<file path="config.mk">
export PLATFORM = sky130hd
export DESIGN_NAME = vga_fb_arbiter_flat
export DESIGN_NICKNAME = d
export VERILOG_FILES = /design/src/rtl/vga_pkg.sv /design/src/rtl/vga_fb_arbiter_if.sv /design/src/rtl/vga_sync_delay.sv /design/src/rtl/vga_fb_arbiter.sv /design/src/flat_wrapper.sv
export SDC_FILE = /design/constraint.sdc
export NUM_CORES = 1
export LEC_CHECK = 0
export ABC_AREA = 1
export ABC_CLOCK_PERIOD_IN_PS = 4800
export CAP_MARGIN = 30
export CORE_ASPECT_RATIO = 1.4
export CORE_MARGIN = 10
export CORE_UTILIZATION = 40
export DETAILED_ROUTE_END_ITERATION = 6
export PLACE_DENSITY = 0.81
export SETUP_SLACK_MARGIN = 0.3
export SYNTH_ARGS = -nofsm -noshare
export SYNTH_HDL_FRONTEND = slang
export SYNTH_HIERARCHICAL = 1
export SYNTH_SLANG_ARGS = --single-unit
</file>
<file path="constraint.sdc">
create_clock -name clk -period 4.8 [get_ports clk]
set_input_delay 1.2 -clock clk [delete_from_list [all_inputs] [get_ports clk]]
set_output_delay 1.2 -clock clk [all_outputs]
set_load 0.05 [all_outputs]
</file>
<file path="src/rtl/vga_pkg.sv">
`default_nettype none
// ============================================================================
// Module   : vga_pkg
// Brief    : Shared timing constants, types and writer states for the
//            framebuffer arbiter.
// Revision : 1.0 - initial release
// ============================================================================
package vga_pkg;

  localparam int H_START    = 144;
  localparam int V_START    = 35;
  localparam int H_DISPLAY  = 640;
  localparam int V_DISPLAY  = 480;
  localparam int CELL_SHIFT = 3;
  localparam int COLS       = H_DISPLAY >> CELL_SHIFT;
  localparam int ROWS       = V_DISPLAY >> CELL_SHIFT;
  localparam int PIX_W      = 8;
  localparam int ADDR_W     = 13;

  typedef logic [PIX_W-1:0]  pixel_t;
  typedef logic [ADDR_W-1:0] cell_addr_t;

  typedef enum logic [0:0] {
    W_IDLE = 1'b0,
    W_ACK  = 1'b1
  } w_state_t;

endpackage
`default_nettype wire

</file>
<file path="src/rtl/vga_fb_arbiter_if.sv">
`default_nettype none
// ============================================================================
// Module   : vga_fb_arbiter_if
// Brief    : Writer req/ack bus; master is the writer, slave the arbiter.
// Revision : 1.0 - initial release
// ============================================================================
interface vga_fb_arbiter_if #(
  parameter int ADDR_W = vga_pkg::ADDR_W,
  parameter int PIX_W  = vga_pkg::PIX_W
);

  logic              wr_req;
  logic [ADDR_W-1:0] wr_addr;
  logic [PIX_W-1:0]  wr_data;
  logic              wr_ack;

  modport master (
    output wr_req,
    output wr_addr,
    output wr_data,
    input  wr_ack
  );

  modport slave (
    input  wr_req,
    input  wr_addr,
    input  wr_data,
    output wr_ack
  );

endinterface
`default_nettype wire

</file>
<file path="src/rtl/vga_sync_delay.sv">
`default_nettype none
// ============================================================================
// Module   : vga_sync_delay
// Brief    : N-stage delay line for {h_sync, v_sync, blank_n, sync_n}.
// Revision : 1.0 - initial release
// ============================================================================
module vga_sync_delay #(
  parameter int N = 2
) (
  input  logic       clk,
  input  logic       rst,
  input  logic [3:0] sync_in,
  output logic [3:0] sync_out
);

  logic [N-1:0][3:0] r_stage;

  always_ff @(posedge clk or posedge rst) begin
    if (rst) begin
      r_stage <= '0;
    end else begin
      r_stage[0] <= sync_in;
      for (int i = 1; i < N; i++) begin
        r_stage[i] <= r_stage[i-1];
      end
    end
  end

  assign sync_out = r_stage[N-1];

endmodule
`default_nettype wire

</file>
<file path="src/rtl/vga_fb_arbiter.sv">
`default_nettype none
// ============================================================================
// Module   : vga_fb_arbiter
// Brief    : Shares a 1-cycle-latency framebuffer RAM between VGA scanout
//            (always wins) and a single req/ack writer.
// Revision : 1.0 - initial release
// ============================================================================
module vga_fb_arbiter #(
  parameter int H_START    = vga_pkg::H_START,
  parameter int V_START    = vga_pkg::V_START,
  parameter int CELL_SHIFT = vga_pkg::CELL_SHIFT,
  parameter int COLS       = vga_pkg::COLS,
  parameter int ROWS       = vga_pkg::ROWS,
  parameter int PIX_W      = vga_pkg::PIX_W,
  parameter int ADDR_W     = vga_pkg::ADDR_W
) (
  input  logic              clk,
  input  logic              rst,
  input  logic              h_sync_in,
  input  logic              v_sync_in,
  input  logic              blank_n_in,
  input  logic              sync_n_in,
  input  logic [9:0]        posx,
  input  logic [9:0]        posy,
  output logic [ADDR_W-1:0] mem_addr,
  output logic              mem_we,
  output logic [PIX_W-1:0]  mem_wdata,
  input  logic [PIX_W-1:0]  mem_rdata,
  vga_fb_arbiter_if.slave   wr,
  output logic              h_sync,
  output logic              v_sync,
  output logic              blank_n,
  output logic              sync_n,
  output logic [PIX_W-1:0]  pix_out,
  output logic              frame_start
);

  import vga_pkg::*;

  localparam logic [ADDR_W-1:0] c_cell_count = ADDR_W'(COLS * ROWS);

  logic [9:0]        w_col_off;
  logic [9:0]        w_row_off;
  logic [ADDR_W-1:0] w_scan_addr;
  logic              w_claim;
  logic              w_grant;
  logic              w_in_range;
  logic [3:0]        w_sync_d2;

  w_state_t          r_w_state;
  logic              r_wr_ack;
  logic              r_rd_pend;
  logic [PIX_W-1:0]  r_cell;
  logic              r_frame_start;

  // Offsets are garbage in the porches; blank_n_in gates every use of them.
  assign w_col_off   = posx - 10'(H_START);
  assign w_row_off   = posy - 10'(V_START);
  assign w_claim     = blank_n_in && (w_col_off[CELL_SHIFT-1:0] == '0);
  assign w_scan_addr = ADDR_W'(w_row_off >> CELL_SHIFT) * ADDR_W'(COLS)
                     + ADDR_W'(w_col_off >> CELL_SHIFT);

  assign w_grant    = (r_w_state == W_IDLE) && wr.wr_req && !w_claim;
  assign w_in_range = wr.wr_addr < c_cell_count;

  always_comb begin
    mem_addr  = '0;
    mem_we    = 1'b0;
    mem_wdata = '0;
    if (w_claim) begin
      mem_addr = w_scan_addr;
    end else if (w_grant) begin
      mem_addr  = wr.wr_addr;
      mem_wdata = wr.wr_data;
      mem_we    = w_in_range && !rst;
    end
  end

  always_ff @(posedge clk or posedge rst) begin
    if (rst) begin
      r_w_state <= W_IDLE;
      r_wr_ack  <= 1'b0;
    end else begin
      case (r_w_state)
        W_IDLE: begin
          if (w_grant) begin
            r_w_state <= W_ACK;
            r_wr_ack  <= 1'b1;
          end
        end
        W_ACK: begin
          r_w_state <= W_IDLE;
          r_wr_ack  <= 1'b0;
        end
      endcase
    end
  end

  // RAM data lands one cycle after the claim; the cell then holds for the
  // remaining pixels of the cell.
  always_ff @(posedge clk or posedge rst) begin
    if (rst) begin
      r_rd_pend     <= 1'b0;
      r_cell        <= '0;
      r_frame_start <= 1'b0;
    end else begin
      r_rd_pend     <= w_claim;
      r_frame_start <= (posx == 10'd0) && (posy == 10'd0);
      if (r_rd_pend) begin
        r_cell <= mem_rdata;
      end
    end
  end

  vga_sync_delay #(
    .N (2)
  ) u_sync_delay (
    .clk      (clk),
    .rst      (rst),
    .sync_in  ({h_sync_in, v_sync_in, blank_n_in, sync_n_in}),
    .sync_out (w_sync_d2)
  );

  assign h_sync      = w_sync_d2[3];
  assign v_sync      = w_sync_d2[2];
  assign blank_n     = w_sync_d2[1];
  assign sync_n      = w_sync_d2[0];
  assign pix_out     = w_sync_d2[1] ? r_cell : '0;
  assign wr.wr_ack   = r_wr_ack;
  assign frame_start = r_frame_start;

endmodule
`default_nettype wire
</file>
<file path="src/flat_wrapper.sv">
// flat-port wrapper written by rule: the top's interface ports become plain ports
module vga_fb_arbiter_flat import vga_pkg::*;
#(
  parameter int H_START    = vga_pkg::H_START,
  parameter int V_START    = vga_pkg::V_START,
  parameter int CELL_SHIFT = vga_pkg::CELL_SHIFT,
  parameter int COLS       = vga_pkg::COLS,
  parameter int ROWS       = vga_pkg::ROWS,
  parameter int PIX_W      = vga_pkg::PIX_W,
  parameter int ADDR_W     = vga_pkg::ADDR_W
)
  (clk, rst, h_sync_in, v_sync_in, blank_n_in, sync_n_in, posx, posy, mem_addr, mem_we, mem_wdata, mem_rdata, h_sync, v_sync, blank_n, sync_n, pix_out, frame_start, wr_wr_req, wr_wr_addr, wr_wr_data, wr_wr_ack);
  vga_fb_arbiter_if #(.ADDR_W(ADDR_W), .PIX_W(PIX_W)) wr_i ();
  input  logic clk;
  input  logic rst;
  input  logic h_sync_in;
  input  logic v_sync_in;
  input  logic blank_n_in;
  input  logic sync_n_in;
  input  logic [9:0] posx;
  input  logic [9:0] posy;
  output logic [ADDR_W-1:0] mem_addr;
  output logic mem_we;
  output logic [PIX_W-1:0] mem_wdata;
  input  logic [PIX_W-1:0] mem_rdata;
  output logic h_sync;
  output logic v_sync;
  output logic blank_n;
  output logic sync_n;
  output logic [PIX_W-1:0] pix_out;
  output logic frame_start;
  input wire logic [$bits(wr_i.wr_req)-1:0] wr_wr_req;
  input wire logic [$bits(wr_i.wr_addr)-1:0] wr_wr_addr;
  input wire logic [$bits(wr_i.wr_data)-1:0] wr_wr_data;
  output wire logic [$bits(wr_i.wr_ack)-1:0] wr_wr_ack;
  assign wr_i.wr_req = wr_wr_req;
  assign wr_i.wr_addr = wr_wr_addr;
  assign wr_i.wr_data = wr_wr_data;
  assign wr_wr_ack = wr_i.wr_ack;
  vga_fb_arbiter #(.H_START(H_START), .V_START(V_START), .CELL_SHIFT(CELL_SHIFT), .COLS(COLS), .ROWS(ROWS), .PIX_W(PIX_W), .ADDR_W(ADDR_W)) u_core (.clk(clk), .rst(rst), .h_sync_in(h_sync_in), .v_sync_in(v_sync_in), .blank_n_in(blank_n_in), .sync_n_in(sync_n_in), .posx(posx), .posy(posy), .mem_addr(mem_addr), .mem_we(mem_we), .mem_wdata(mem_wdata), .mem_rdata(mem_rdata), .wr(wr_i), .h_sync(h_sync), .v_sync(v_sync), .blank_n(blank_n), .sync_n(sync_n), .pix_out(pix_out), .frame_start(frame_start));
endmodule
</file>
==> out/metrics.yaml <==
power_and_ir_drop:
  power_mw: 0.834
  vdd_drop_max_uv: 115
  p_leak_nw: 1.82
  power_density_nw_per_um2: 242
synthesis:
  syn_nets: 322
  ys_seq_area_frac: 0.286
  synth.top_cells.by_count: "nand2_1 (55), inv_1 (49), nor2_1 (26)"
  syn_inst: 253
  synth-main-ff-cell: "dfrtp_1"
  synth_area_leaders: "dfrtp_1 (29%), nand2_1 (12%), inv_1 (11%), ha_1 (7.9%), nand3_1 (5.7%)"
  synth_most_common_cell: "nand2_1"
  syn_area_per_cell_um2: 6.92
  synth_top_area_share: 0.286
  yosysTopAreaCell: "dfrtp_1"
  synth_edf_count: 0
  synth-warning-count: 6
  ys_ff_latch: 20
  syn_area_um2: 1750
  async_reset_ff_frac: 1.00
  synth_cell_types: 29
setup_path:
  critPathSlowestCell: "fa_2"
  cp_slowest_stage_delay_ns: 0.37
  crit_cells: 17
  critPathArrivalTime_ns: 3.52
  cp_num_buf_inv: 4
  crit_family: "simple AND/OR/NAND/NOR gates"
  path_class: "in2out"
  ff2ff_path_depth: 3
  endpoint_kind: "output port"
  start_kind: "primary input"
  critPathRequiredTime_ns: 3.60
  worstPathMaxFanout: 3
  path_cells: "buf_6 > nor2_4 > nand3_4 > buf_4 > nand3_4 > nand2_4 > nor2_1 > nor2_1 > ha_2 > fa_2 > xor2_2 > nand3_2 > nor2_4 > buf_4 > o21ai_4 > o21ai_4 > buf_12"
timing:
  fmax_mhz: 212
  finalCritPeriodShare: 0.983
  setup_ws_ns: 0.0794
  worstMarginPinSlew_ns: 0.534
  hold_viol: 0
  period_needed_ns: 4.72
  rsz0062_at_grt: "yes"
  skew_ns: 0.000880
  drv_slew: 0
  finalSetupTns_ns: 0
  setup_viol: 0
  max_slew_margin: 0.644
placement:
  place_ws_ns: -0.337
  portBuffers: 91
  gp_congestion: 0.811
  dp_hpwl_um: 5020
status:
  outcome: "complete, no violations"
floorplan:
  dieArea_um2: 7460
  die_x_um: 75.9
  rows: 28
  die_h_um: 98.3
  design.core.area_um2: 4240
  io_pins: 92
  start_util: 0.413
routing:
  wl_per_cell_um: 14.3
  wirelength_um: 6370
  drtIter0Drc: 69
  viasPerCell: 4.77
  vias: 2124
  first_pass_iters: 5
  drcViolationCount: 0
  ant_nets: 0
clocking:
  numCtsBuffers: 3
  clock-sinks: 20
  cts_root_buf: "clkbuf_8"
  clock_latency_ns: 0.26
  h-tree-depth: 1
  cts_tree: "built"
  cts.path.max_buffers: 2
  clkTransAtPathRegs_ns: 0.07
global_route:
  gr-usage-all-layers: 0.171
  grt_pass1_vias: 2252
  grt_pass1_wl_um: 10500
  antenna_found_initial: 0
  grt_max_degree: 17
  overflow: 0
worst_hold_path:
  holdPathStages: 0
  min_path_type: "reg2reg"
finish:
  drive_above_1_share: 0.387
  syn_to_final_growth_pct: 97.0
  num-nets-final: 455
  n_antenna_cell: 0
run:
  maxCapViolations: 0
[registers in the layout, indices dropped and copies added, names as in the netlist]
name,cells
u_core/r_cell,8
u_core/u_sync_delay/r_stage,4
u_core/u_sync_delay/sync_out,4
u_core/frame_start,1
u_core/r_rd_pend,1
u_core/r_w_state,1
u_core/wr.wr_ack,1
[worst reg2reg max path, delay by kind of cell, from the launching register on]
kind,cells,cell delay (ns)
AND/OR/NAND/NOR,2,0.39
buffers and inverters,1,0.24
flip-flops,1,0.39
[cells in the final DEF, fill, tap and decap left out, types with 6 or more instances in the layout]
master,n
clkdlybuf4s50_1,56
buf_4,47
nand2_1,41
inv_1,39
nor2_1,20
dfrtp_1,20
nand2_2,13
nand3_1,13
inv_2,12
dlymetal6s2s_1,8
buf_12,8
mux2_2,8
dlygate4sd2_1,7
nand2_4,6
a21oi_2,6
o21ai_0,6
[area by class of cell]
cell class | count | area [um2]
Clock buffer | 3 | 41.3
Clock inverter | 1 | 30.0
Fill cell | 263 | 791
Inverter | 54 | 208
Multi-Input combinational cell | 172 | 1280
Sequential cell | 20 | 500
Tap cell | 60 | 75.1
Timing Repair Buffer | 135 | 1310
[power breakdown]
| group | total [mW] | internal [mW] | switching (mW) | leakage [nW] |
|---|---|---|---|---|
| combinational | 0.470 | 0.211 | 0.259 | 1.54 |
| sequential | 0.199 | 0.189 | 0.0102 | 0.241 |
| clock | 0.164 | 0.111 | 0.0529 | 0.0357 |
[timing repair]
item / CTS / global route
pin swaps: 38 / 6
hold buffers: 0 / 0
setup buffers: 10 / 0
endpoints found under the setup margin: 7 / 14
gates resized for setup: 87 / 19
[path summary, 6_finish.rpt]
kind	startpoint	end	slack (ns)
setup / recovery	posy[3]	mem_addr[11]	0.08
hold / removal	u_core/u_sync_delay/r_stage[0]$_DFF_PP0_	u_core/u_sync_delay/sync_out[0]$_DFF_PP0_	0.35
setup reg to reg	u_core/r_w_state$_DFF_PP0_	u_core/r_w_state$_DFF_PP0_	3.69
hold reg to reg	u_core/u_sync_delay/r_stage[0]$_DFF_PP0_	u_core/u_sync_delay/sync_out[0]$_DFF_PP0_	0.35
max in group asynchronous	rst	u_core/r_w_state$_DFF_PP0_	3.14
min in group asynchronous	rst	u_core/u_sync_delay/r_stage[1]$_DFF_PP0_	1.28
[per-stage QoR]
stage | area, um2 | util | cells | hold WS [ns]
after floorplan | 1800 | - | 253 | 0.331
after global placement | 3060 | 0.723 | 431 | 0.332
after detailed placement | 3060 | 0.723 | 431 | 0.336
after CTS | 3390 | 0.801 | 445 | 0.351
after global routing | 3450 | 0.813 | 445 | 0.356
final | 3450 | 0.813 | 445 | 0.348
[kinds of logic (layout without fill, tap and decap cells)]
kind of cell | count (synthesis) | in the layout | share of synthesized area
adders and majority gates | 13 | 13 | 0.102
muxes | 8 | 8 | 0.0515
xor gates and xnor gates | 5 | 5 | 0.0293
AOI/OAI and AO/OA | 29 | 29 | 0.0944
and+or+nand+nor | 117 | 117 | 0.296
DFF | 20 | 20 | 0.286
buffers and inverters | 61 | 193 | 0.142
[per-layer routing]
| metal | vias to the layer above | GRT usage | wire length [um] |
|---|---|---|---|
| met5 | - | 0 | 0 |
| met4 | 0 | 0.0629 | 171 |
| met3 | 17 | 0.0358 | 306 |
| met2 | 79 | 0.347 | 3630 |
| met1 | 971 | 0.159 | 2260 |
| li1 | 1057 | - | - |
Power figures use the tool's default switching activity.
